### src/rtl/div_seq.sv
// Sequential restoring divider: one quotient bit per clock, signed/unsigned
// operands, start/done handshake and divide-by-zero reporting.
module div_seq #(
    parameter int N = 8
) (
    input  logic         clk,
    input  logic         rst,
    input  logic         start,
    input  logic         signed_mode,
    input  logic [N-1:0] dividendo,
    input  logic [N-1:0] divisor,
    output logic         busy,
    output logic         done,
    output logic [N-1:0] quociente,
    output logic [N-1:0] resto,
    output logic         div_zero
);

    localparam int CW = $clog2(N + 1);

    localparam logic [1:0] S_IDLE = 2'd0;
    localparam logic [1:0] S_CALC = 2'd1;
    localparam logic [1:0] S_FIX  = 2'd2;

    logic [1:0]    state_q, state_d;
    logic [N:0]    a_q, a_d;
    logic [N-1:0]  q_q, q_d;
    logic [N-1:0]  m_q, m_d;
    logic [CW-1:0] cnt_q, cnt_d;
    logic          sq_q, sq_d;
    logic          sr_q, sr_d;
    logic          busy_q, busy_d;
    logic          done_q, done_d;
    logic [N-1:0]  quo_q, quo_d;
    logic [N-1:0]  res_q, res_d;
    logic          dz_q, dz_d;

    logic          dvd_neg, dvs_neg;
    logic [N-1:0]  dvd_mag, dvs_mag;
    logic [2*N:0]  shift;
    logic [N:0]    trial;

    always_comb begin
        dvd_neg = signed_mode & dividendo[N-1];
        dvs_neg = signed_mode & divisor[N-1];
        dvd_mag = dvd_neg ? -dividendo : dividendo;
        dvs_mag = dvs_neg ? -divisor : divisor;
    end

    // {A,Q} shifted as one word; trial sign bit (bit N) selects restore.
    always_comb begin
        shift = {a_q, q_q} << 1;
        trial = shift[2*N:N] - {1'b0, m_q};
    end

    always_comb begin
        state_d = state_q;
        a_d     = a_q;
        q_d     = q_q;
        m_d     = m_q;
        cnt_d   = cnt_q;
        sq_d    = sq_q;
        sr_d    = sr_q;
        busy_d  = busy_q;
        done_d  = 1'b0;
        quo_d   = quo_q;
        res_d   = res_q;
        dz_d    = dz_q;

        case (state_q)
            S_IDLE: begin
                if (start) begin
                    if (divisor == '0) begin
                        quo_d  = '1;
                        res_d  = dividendo;
                        dz_d   = 1'b1;
                        done_d = 1'b1;
                    end else begin
                        a_d     = '0;
                        q_d     = dvd_mag;
                        m_d     = dvs_mag;
                        sq_d    = signed_mode & (dividendo[N-1] ^ divisor[N-1]);
                        sr_d    = signed_mode & dividendo[N-1];
                        cnt_d   = CW'(N);
                        busy_d  = 1'b1;
                        state_d = S_CALC;
                    end
                end
            end

            S_CALC: begin
                q_d = shift[N-1:0];
                if (!trial[N]) begin
                    a_d    = trial;
                    q_d[0] = 1'b1;
                end else begin
                    a_d    = shift[2*N:N];
                    q_d[0] = 1'b0;
                end
                cnt_d = cnt_q - CW'(1);
                if (cnt_q == CW'(1)) begin
                    state_d = S_FIX;
                end
            end

            S_FIX: begin
                quo_d   = sq_q ? -q_q : q_q;
                res_d   = sr_q ? -a_q[N-1:0] : a_q[N-1:0];
                dz_d    = 1'b0;
                done_d  = 1'b1;
                busy_d  = 1'b0;
                state_d = S_IDLE;
            end

            default: begin
                busy_d  = 1'b0;
                state_d = S_IDLE;
            end
        endcase
    end

    always_ff @(posedge clk) begin
        if (rst) begin
            state_q <= S_IDLE;
            a_q     <= '0;
            q_q     <= '0;
            m_q     <= '0;
            cnt_q   <= '0;
            sq_q    <= 1'b0;
            sr_q    <= 1'b0;
            busy_q  <= 1'b0;
            done_q  <= 1'b0;
            quo_q   <= '0;
            res_q   <= '0;
            dz_q    <= 1'b0;
        end else begin
            state_q <= state_d;
            a_q     <= a_d;
            q_q     <= q_d;
            m_q     <= m_d;
            cnt_q   <= cnt_d;
            sq_q    <= sq_d;
            sr_q    <= sr_d;
            busy_q  <= busy_d;
            done_q  <= done_d;
            quo_q   <= quo_d;
            res_q   <= res_d;
            dz_q    <= dz_d;
        end
    end

    assign busy      = busy_q;
    assign done      = done_q;
    assign quociente = quo_q;
    assign resto     = res_q;
    assign div_zero  = dz_q;

endmodule
### config.mk
export PLATFORM = sky130hd
export DESIGN_NAME = div_seq
export DESIGN_NICKNAME = d
export VERILOG_FILES = /design/src/rtl/div_seq.sv
export SDC_FILE = /design/constraint.sdc
export NUM_CORES = 1
export LEC_CHECK = 0
export CELL_PAD_IN_SITES_DETAIL_PLACEMENT = 0
export CELL_PAD_IN_SITES_GLOBAL_PLACEMENT = 1
export CORE_MARGIN = 5
export CORE_UTILIZATION = 45
export DETAILED_ROUTE_END_ITERATION = 10
export PLACE_DENSITY_LB_ADDON = 0.3
export SLEW_MARGIN = 0
export SYNTH_ARGS = -nofsm -noshare
export SYNTH_HDL_FRONTEND = slang
export SYNTH_SLANG_ARGS = --single-unit
### constraint.sdc
create_clock -name clk -period 3.7 [get_ports clk]
set_input_delay 0.925 -clock clk [delete_from_list [all_inputs] [get_ports clk]]
set_output_delay 0.925 -clock clk [all_outputs]
set_load 0.05 [all_outputs]
# Word-level counts from Yosys, hierarchy flattened
# Cells that the tools add are included.
[totals]
ff_bits = 51
out_inout_bits = 19
inputBits = 20
[classes]
bitwise = 6
n_eq_ne = 7
add_sub_neg = 6
n_reduce_logical = 9
muxes = 34
[op_table]
columns = ["op", "n"]
rows = [
  ["two-way mux 8 bit", 13],
  ["one-hot mux 8 bit (2 select lines)", 4],
  ["negation 8 bit", 4],
  ["AND reduction 3 bit", 5],
  ["subtractor 9 x 8 -> 9 bit", 1],
  ["logical NOT 8 bit", 1],
  ["two-way mux 4 bit", 2],
  ["inequality test 2 bit, second input constant", 4],
  ["one-hot mux 4 bit (2 select lines)", 1],
  ["two-way mux 1 bit", 7],
  ["two-way mux 2 bit", 3],
  ["one-hot mux 1 bit (2 select lines)", 3],
  ["equality test 4 x 1 -> 1 bit, second input constant", 1],
  ["one-hot mux 2 bit (2 select lines)", 1],
  ["nonzero test 2 bit", 2],
  ["subtractor 4 x 1 -> 4 bit, second input constant", 1],
  ["bitwise AND 1 bit", 3],
  ["equality test 2 x 1 -> 1 bit, second input constant", 1],
  ["equality test 2 bit, second input constant", 1],
  ["logical NOT 2 bit", 1],
  ["NOT 1 bit", 2],
  ["bitwise XOR 1 bit", 1],
]

# Longest topological paths before layout
# Gate-level depths: netlist of the first run.
[logic_depth]
depth_word = 5
depth_mapped = 10

# Least setup slack after synthesis of the first run
# Ideal clock, no wire load.
[synth_path]
kind = "input to register"
startpoint = "input port divisor[2]"
endpoint = "register res_q[0], in the netlist resto[0]"
setup_time_ps = 155
t_arrival_ps = 2418
path_slack_ps = 1128
path_buffers = 1
stages = 6
cell_sequence = "or4_4 -> or4_4 -> nand2b_4 -> buf_6 -> nand2_1 -> a311oi_2"
[synth_via]
elab_chain_cells = 3
[synth_lines]
columns = ["item", "line_no", "source"]
rows = [
  ["from (decl)", "11", "input logic [N-1:0] divisor,"],
  ["logical NOT 8 bit", "73", "if (divisor == '0) begin"],
  ["inequality test 2 bit (no source line)", "--", ""],
  ["AND reduction 3 bit (no source line)", "--", ""],
  ["to (signal assigned)", "147", "res_q <= res_d;"],
  ["to (decl)", "35", "logic [N-1:0] res_q, res_d;"],
]
# No other way between the ends.
# A chain may end at the register's enable or synchronous reset.

# Worst setup path after layout of the first run
[layout_path]
startpoint = "input port divisor[2]"
endpoint = "register a_q[2]"
[layout_via]
elab_chain_cells = 3
[layout_lines]
columns = ["item", "line_no", "source"]
rows = [
  ["logical NOT 8 bit", "73", ""],
  ["inequality test 2 bit (no source line)", "--", ""],
  ["AND reduction 3 bit (no source line)", "--", ""],
  ["to (signal assigned)", "125", "a_q <= '0;"],
  ["to (signal assigned)", "138", "a_q <= a_d;"],
  ["to (decl)", "26", "logic [N:0] a_q, a_d;"],
]
# No other way between the ends.

==> results of run 1 <==
final cells by class:
type,instances,share of cell area
sequential,51,0.2867
multi-input combinational,276,0.5242
timing repair buffer,40,0.1096
inverter,21,0.02214
clock buffer,7,0.02706
clock inverter,1,0.002108
tap,80,0.02811
power by group through the flow:
stage | Clock (mW) | Sequential, mW | Combinational, mW
after floorplan | 0 | 0.645 | 0.334
after global placement | 0 | 0.644 | 0.432
after detailed placement | 0 | 0.645 | 0.437
after CTS | 0.372 | 0.632 | 0.441
after global routing | 0.402 | 0.640 | 0.492
final | 0.363 | 0.632 | 0.439
Yosys cell counts, drive strengths merged, types with 5 or more instances:
| cell | instances | area share |
|---|---|---|
| a311oi | 10 | 0.045 |
| inv | 21 | 0.026 |
| nand4 | 6 | 0.012 |
| nor3 | 12 | 0.020 |
| clkbuf | 14 | 0.017 |
| xnor2 | 15 | 0.043 |
| a21oi | 18 | 0.029 |
| dfxtp | 51 | 0.33 |
| a221oi | 5 | 0.024 |
| o211ai | 8 | 0.020 |
| xor2 | 15 | 0.043 |
| nor2 | 43 | 0.053 |
| ha | 14 | 0.057 |
| nor2b | 5 | 0.013 |
| buf | 6 | 0.016 |
| a211oi | 8 | 0.020 |
| a21o | 7 | 0.017 |
| nand3 | 7 | 0.011 |
| o31ai | 6 | 0.015 |
| nand2 | 50 | 0.061 |
metrics by stage:
step	util	hold WS, ns	power [mW]
after floorplan	-	0.4400	0.9784
after global placement	0.5145	0.4420	1.076
after detailed placement	0.5145	0.4552	1.082
after CTS	0.5300	0.4687	1.444
after global routing	0.5300	0.4879	1.534
final	0.5300	0.4650	1.435
logic make-up after synthesis:
kind of cell | after synthesis
and+or+nand+nor | 142
AOI/OAI and AO/OA | 87
DFF | 51
buffers and inverters | 41
xor gates and xnor gates | 30
adders and majority gates | 15
muxes | 2
layer usage:
| layer | share of wire | vias to the layer above | wire (um) | global-route usage |
|---|---|---|---|---|
| met5 | 0 | - | 0 | 0 |
| met4 | 0.014 | 0 | 104 | 0.05569 |
| li1 | - | 1372 | - | - |
| met1 | 0.50 | 1203 | 3619 | 0.2446 |
| met2 | 0.44 | 67 | 3234 | 0.2755 |
| met3 | 0.046 | 8 | 336 | 0.03168 |
final timing paths:
check        startpoint     end  slack (ns)
min reg2reg      m_q[0]  m_q[0]        0.47
max reg2reg      q_q[7]  a_q[1]        1.19
max          divisor[2]  a_q[2]        0.74
min              m_q[0]  m_q[0]        0.47
registers in the layout, summed over array words and instances, names as in the netlist:
register   cells
a_q            8
m_q            8
q_q            8
quociente      8
resto          8
cnt_q          4
state_q        2
busy           1
div_zero       1
done           1
sq_q           1
sr_q           1
critical path: stages:
cell	delay [ns]
clkdlybuf4s50_1	0.49
or4_4	0.58
o41ai_1	0.38
a21oi_1	0.29
nor2_2	0.34
nand2_1	0.09
o211ai_1	0.09
==> metrics.cfg, run 1 <==
[clock_tree]
clkLatencyLatePin_ns=0.31
clk_pin_slew_worst_paths_ns=0.09
tritoncts=built
numCtsBuffers=5
postCtsSetupBuffers=0
post_cts_resized=0
cts_max_path_buffers=2
cts_hold_buf=0
htree_levels=2
clock_sinks=51
root_buffer=clkbuf_8

[drt]
drt-total-wl_um=7295
drc_errors=0
post_drt_wl_per_cell_um=15.33
vias_per_cell=5.567
final_antenna_net_count=0
drt_iter0_drc=156
drt_first_pass_iters=6
vias=2650

[timing]
fin_skew_ns=0.01080
slew_headroom=0.4635
finalSetupViolCount=0
tightest_slew_ns=0.8018
fin_crit_ns=2.963
hold_viol=0
rsz0062_at_grt=no
setup_tns_ns=0
fmax_mhz=337.5
finalMaxSlewViolations=0
setup_ws_ns=0.7371
finalCritPeriodShare=0.8008

[synth]
yosysSeqAreaShare=0.3329
synthCells=368
muxShareOfSynthArea=0.006936
synth_xor_area_frac=0.08568
synth_compound_area_frac=0.2354
avgSynthCellArea_um2=8.333
synth-simple-area-share=0.2171
ys.flop_type=dfxtp_1
synth_top_family_by_area=compound AO/OA/AOI/OAI gates
yosys_warnings=0
synth_cell_types=50
synth_seq_cells=51
syn_nets=403
synth_area_um2=3067
synth_edf_count=0
synth_fa_ha_area_frac=0.06365
ys_async_sr_fraction=0

[placed_design]
dp_cells=468
gp_congestion=0.8594
dpl.hpwl_um=5503
placed_area_um2=3457
port_buffers=38
dp_slack_ns=0.4129

[finish]
layout_commonest_cell=dfxtp_1
fin_nets=430
layout.cells.non_filler=476
register_area_um2=1021
final.fill_count=665
most-common-layout-cells=dfxtp_1, nand2_1, nor2_1, clkdlybuf4s50_1, inv_1
final_area_um2=3561
drive_gt1_frac=0.08333
areaGrowthSynthToFinish_pct=16.12
num_antenna_cells=0
multi_input_area_um2=1867

[die]
fp.dieW_um=92.55
rows=30
dieArea_um2=8566
fp.dieH_um=92.55
core_area_um2=6719
pin_count=39
initial_core_util=0.4564

[power_and_ir_drop]
swShare=0.3391
p_int_mw=0.9483
p_per_area_nw_per_um2=402.9
p_leak_nw=1.327
pwr-share-clk=0.253
power.switching_mw=0.4866
power_frac_seq=0.441
max-vdd-ir-drop_v=0.0001706
combinationalPowerShare=0.306

[global_routing]
antenna_found_initial=0
grt_max_degree=45
grt_pass1_wl_um=12210
grt_pass1_vias=2488
grt_usage=0.1760
grt-ovfl-total=0

[worst_setup_path]
end_kind=register
crit_type=input port to register
critPathRequiredTime_ns=3.93
reg2reg_depth=9
cp.arrival_ns=3.20
setup.worst_path.start_class=input port
crit_fanout=8

[status]
status=completed

[worst_hold_path]
hold_depth=2
hold_path_class=register to register

[job]
drv_cap=0

Power figures use the tool's default switching activity.
==> inputs of run 2 (changes only) <==
--- a/config.mk
+++ b/config.mk
@@ -8,7 +8,7 @@
 export CELL_PAD_IN_SITES_DETAIL_PLACEMENT = 0
 export CELL_PAD_IN_SITES_GLOBAL_PLACEMENT = 1
 export CORE_MARGIN = 5
-export CORE_UTILIZATION = 45
+export CORE_UTILIZATION = 38
 export DETAILED_ROUTE_END_ITERATION = 10
 export PLACE_DENSITY_LB_ADDON = 0.3
 export SLEW_MARGIN = 0
==> constraint.sdc (replaced) <==
create_clock -name clk -period 2.7 [get_ports clk]
set_input_delay 0.675 -clock clk [delete_from_list [all_inputs] [get_ports clk]]
set_output_delay 0.675 -clock clk [all_outputs]
set_load 0.05 [all_outputs]
==> run 2 against run 1 <==
  * Clock power grew 20%
  * Cell count grew 9.2%
  * Global-route usage shrank 2.1 points
  * Die area grew 16%
  * Clock skew grew 0.0028 ns
  * Count of clock-buffer cells in the layout shrank 2
  * Non-clock buffer count grew 23
  * First-iteration DRC count grew 13%
  * Setup slack lost 0.54 ns
  * Via count grew 4.3%
  * Utilization shrank 4.9 points
  * Register-to-register slack lost 0.94 ns
==> metrics.cfg, run 2 (synthesis results as in run 1) <==
[global_routing]
antenna_found_initial=0  ; unchanged
grt_pass1_wl_um=12810  ; was 12,210 um
grt_usage=0.1554  ; was 0.1760
grt_max_degree=35  ; was 45
grt-ovfl-total=0  ; unchanged
grt_pass1_vias=2652  ; was 2,488

[worst_setup_path]
slowest_delay_ns=0.55  ; was 0.58 ns
critPathRequiredTime_ns=2.92  ; was 3.93 ns
crit_path_frequent_cell=or4_4
crit_fanout=12  ; was 8
crit_type=input port to register  ; unchanged
cp_slowest_cell=or4_4  ; unchanged
crit_chain=clkdlybuf4s50_1, or4_4, or4_4, nor2b_4, buf_12, nand2_1, a311oi_2  ; was clkdlybuf4s50_1, or4_4, o41ai_1, a21oi_1, nor2_2, nand2_1, o211ai_1
cp.arrival_ns=2.73  ; was 3.20 ns
setup.worst_path.start_class=input port  ; unchanged
end_kind=register  ; unchanged

[power_and_ir_drop]
p_leak_nw=1.435  ; was 1.327 nW
swShare=0.3438  ; was 0.3391
p_per_area_nw_per_um2=516.1  ; was 402.9 nW/um2
combinationalPowerShare=0.328  ; was 0.306
pwr-share-clk=0.225  ; was 0.253
p_int_mw=1.271  ; was 0.9483 mW
power.switching_mw=0.6659  ; was 0.4866 mW
power_frac_seq=0.447  ; was 0.441
max-vdd-ir-drop_v=0.0002292  ; was 0.0001706 V

[timing]
setup_ws_ns=0.1960  ; was 0.7371 ns
slew_headroom=0.5270  ; was 0.4635
fmax_mhz=399.4
fin_crit_ns=2.504
hold_viol=0  ; unchanged
tightest_slew_ns=0.7079  ; was 0.8018 ns
hold_ws_ns=0.4610  ; was 0.4650 ns
rsz0062_at_grt=no  ; unchanged
finalMaxSlewViolations=0  ; unchanged
finalCritPeriodShare=0.9274
finalSetupViolCount=0  ; unchanged
fin_skew_ns=0.01359  ; was 0.01080 ns

[drt]
drt_first_pass_iters=5  ; was 6
post_drt_wl_per_cell_um=14.53  ; was 15.33 um
vias_per_cell=5.317  ; was 5.567
final_antenna_net_count=0  ; unchanged
drt-total-wl_um=7554  ; was 7295 um
vias=2765  ; was 2,650
drt_iter0_drc=176  ; was 156
drc_errors=0  ; unchanged

[job]
drv_cap=0  ; unchanged

[placed_design]
gp_congestion=0.7826  ; was 0.8594
port_buffers=38  ; unchanged
dpl.hpwl_um=5833  ; was 5503 um
placed_area_um2=3670  ; was 3457 um2
dp_slack_ns=-0.1300  ; was 0.4129 ns

[die]
core_area_um2=7807  ; was 6719 um2
pin_count=39  ; unchanged
initial_core_util=0.3928  ; was 0.4564
fp.dieW_um=99.84  ; was 92.55 um
dieArea_um2=9967  ; was 8566 um2
rows=32  ; was 30
fp.dieH_um=99.84  ; was 92.55 um

[clock_tree]
postCtsSetupBuffers=0  ; unchanged
clk_pin_slew_worst_paths_ns=0.10  ; was 0.09 ns
cts_hold_buf=0  ; unchanged
htree_levels=2  ; unchanged
post_cts_resized=0  ; unchanged
clkLatencyLatePin_ns=0.31  ; about the same
cts_max_path_buffers=2  ; unchanged
tritoncts=built  ; unchanged
root_buffer=clkbuf_8  ; unchanged
numCtsBuffers=5  ; unchanged
clock_sinks=51  ; unchanged

[finish]
register_area_um2=1021  ; unchanged
most-common-layout-cells=dfxtp_1, nand2_1, nor2_1, clkdlybuf4s50_1, buf_4  ; was dfxtp_1, nand2_1, nor2_1, clkdlybuf4s50_1, inv_1
areaGrowthSynthToFinish_pct=22.36  ; was 16.12%
final.fill_count=783  ; was 665
final_area_um2=3752  ; was 3561 um2
num_antenna_cells=0  ; unchanged
drive_gt1_frac=0.1316  ; was 0.08333
layout_commonest_cell=dfxtp_1  ; unchanged
multi_input_area_um2=1867  ; unchanged
fin_nets=453  ; was 430

[worst_hold_path]
hold_path_class=register to register  ; unchanged

[status]
status=completed  ; unchanged

-- run 2: per-layer routing --
metal	share of wire	wire length, um	vias up	global-route usage
li1	-	-	1426	-
met1	0.48	3643	1268	0.2152
met2	0.45	3401	66	0.2524
met3	0.056	426	5	0.02710
met4	0.011	83	0	0.03571
met5	0	0	-	0
-- run 2: cell type report --
class | instances | area share
repair buffers | 63 | 0.1534
flip-flops and latches | 51 | 0.2721
inverters | 21 | 0.02101
clock inverters | 2 | 0.003668
well taps | 102 | 0.03401
multi-input cells | 276 | 0.4975
clock buffers | 5 | 0.01834
-- run 2: power by group through the flow --
stage / sequential [mW] / clock [mW] / combinational, mW
after floorplan: 0.883 / 0 / 0.457
after global placement: 0.883 / 0 / 0.627
after detailed placement: 0.884 / 0 / 0.633
after CTS: 0.866 / 0.447 / 0.639
after global routing: 0.876 / 0.481 / 0.712
final: 0.866 / 0.436 / 0.634
-- run 2: critical path: cells and delay by family --
family                 cells  cell delay (ns)
AO/OA/AOI/OAI              1             0.24
AND/OR/NAND/NOR            4             1.24
buffers and inverters      2             0.56
-- run 2: final timing paths --
check,from,to,slack (ns),depth (start not counted)
max,divisor[2],resto[2],0.20,7
max reg2reg,q_q[7],a_q[5],0.25,9
min reg2reg,div_zero,div_zero,0.46,2
min,div_zero,div_zero,0.46,2
-- run 2: metrics by stage --
stage | cells | power [mW] | utilization | TNS, ns
2_1_floorplan | 368 | 1.341 | - | 0
3_3_place_gp | 513 | 1.510 | 0.4700 | -2.037
3_5_place_dp | 513 | 1.517 | 0.4700 | -3.366
4_1_cts | 520 | 1.952 | 0.4806 | 0
5_1_grt | 520 | 2.068 | 0.4806 | 0
6_report | 520 | 1.937 | 0.4806 | 0
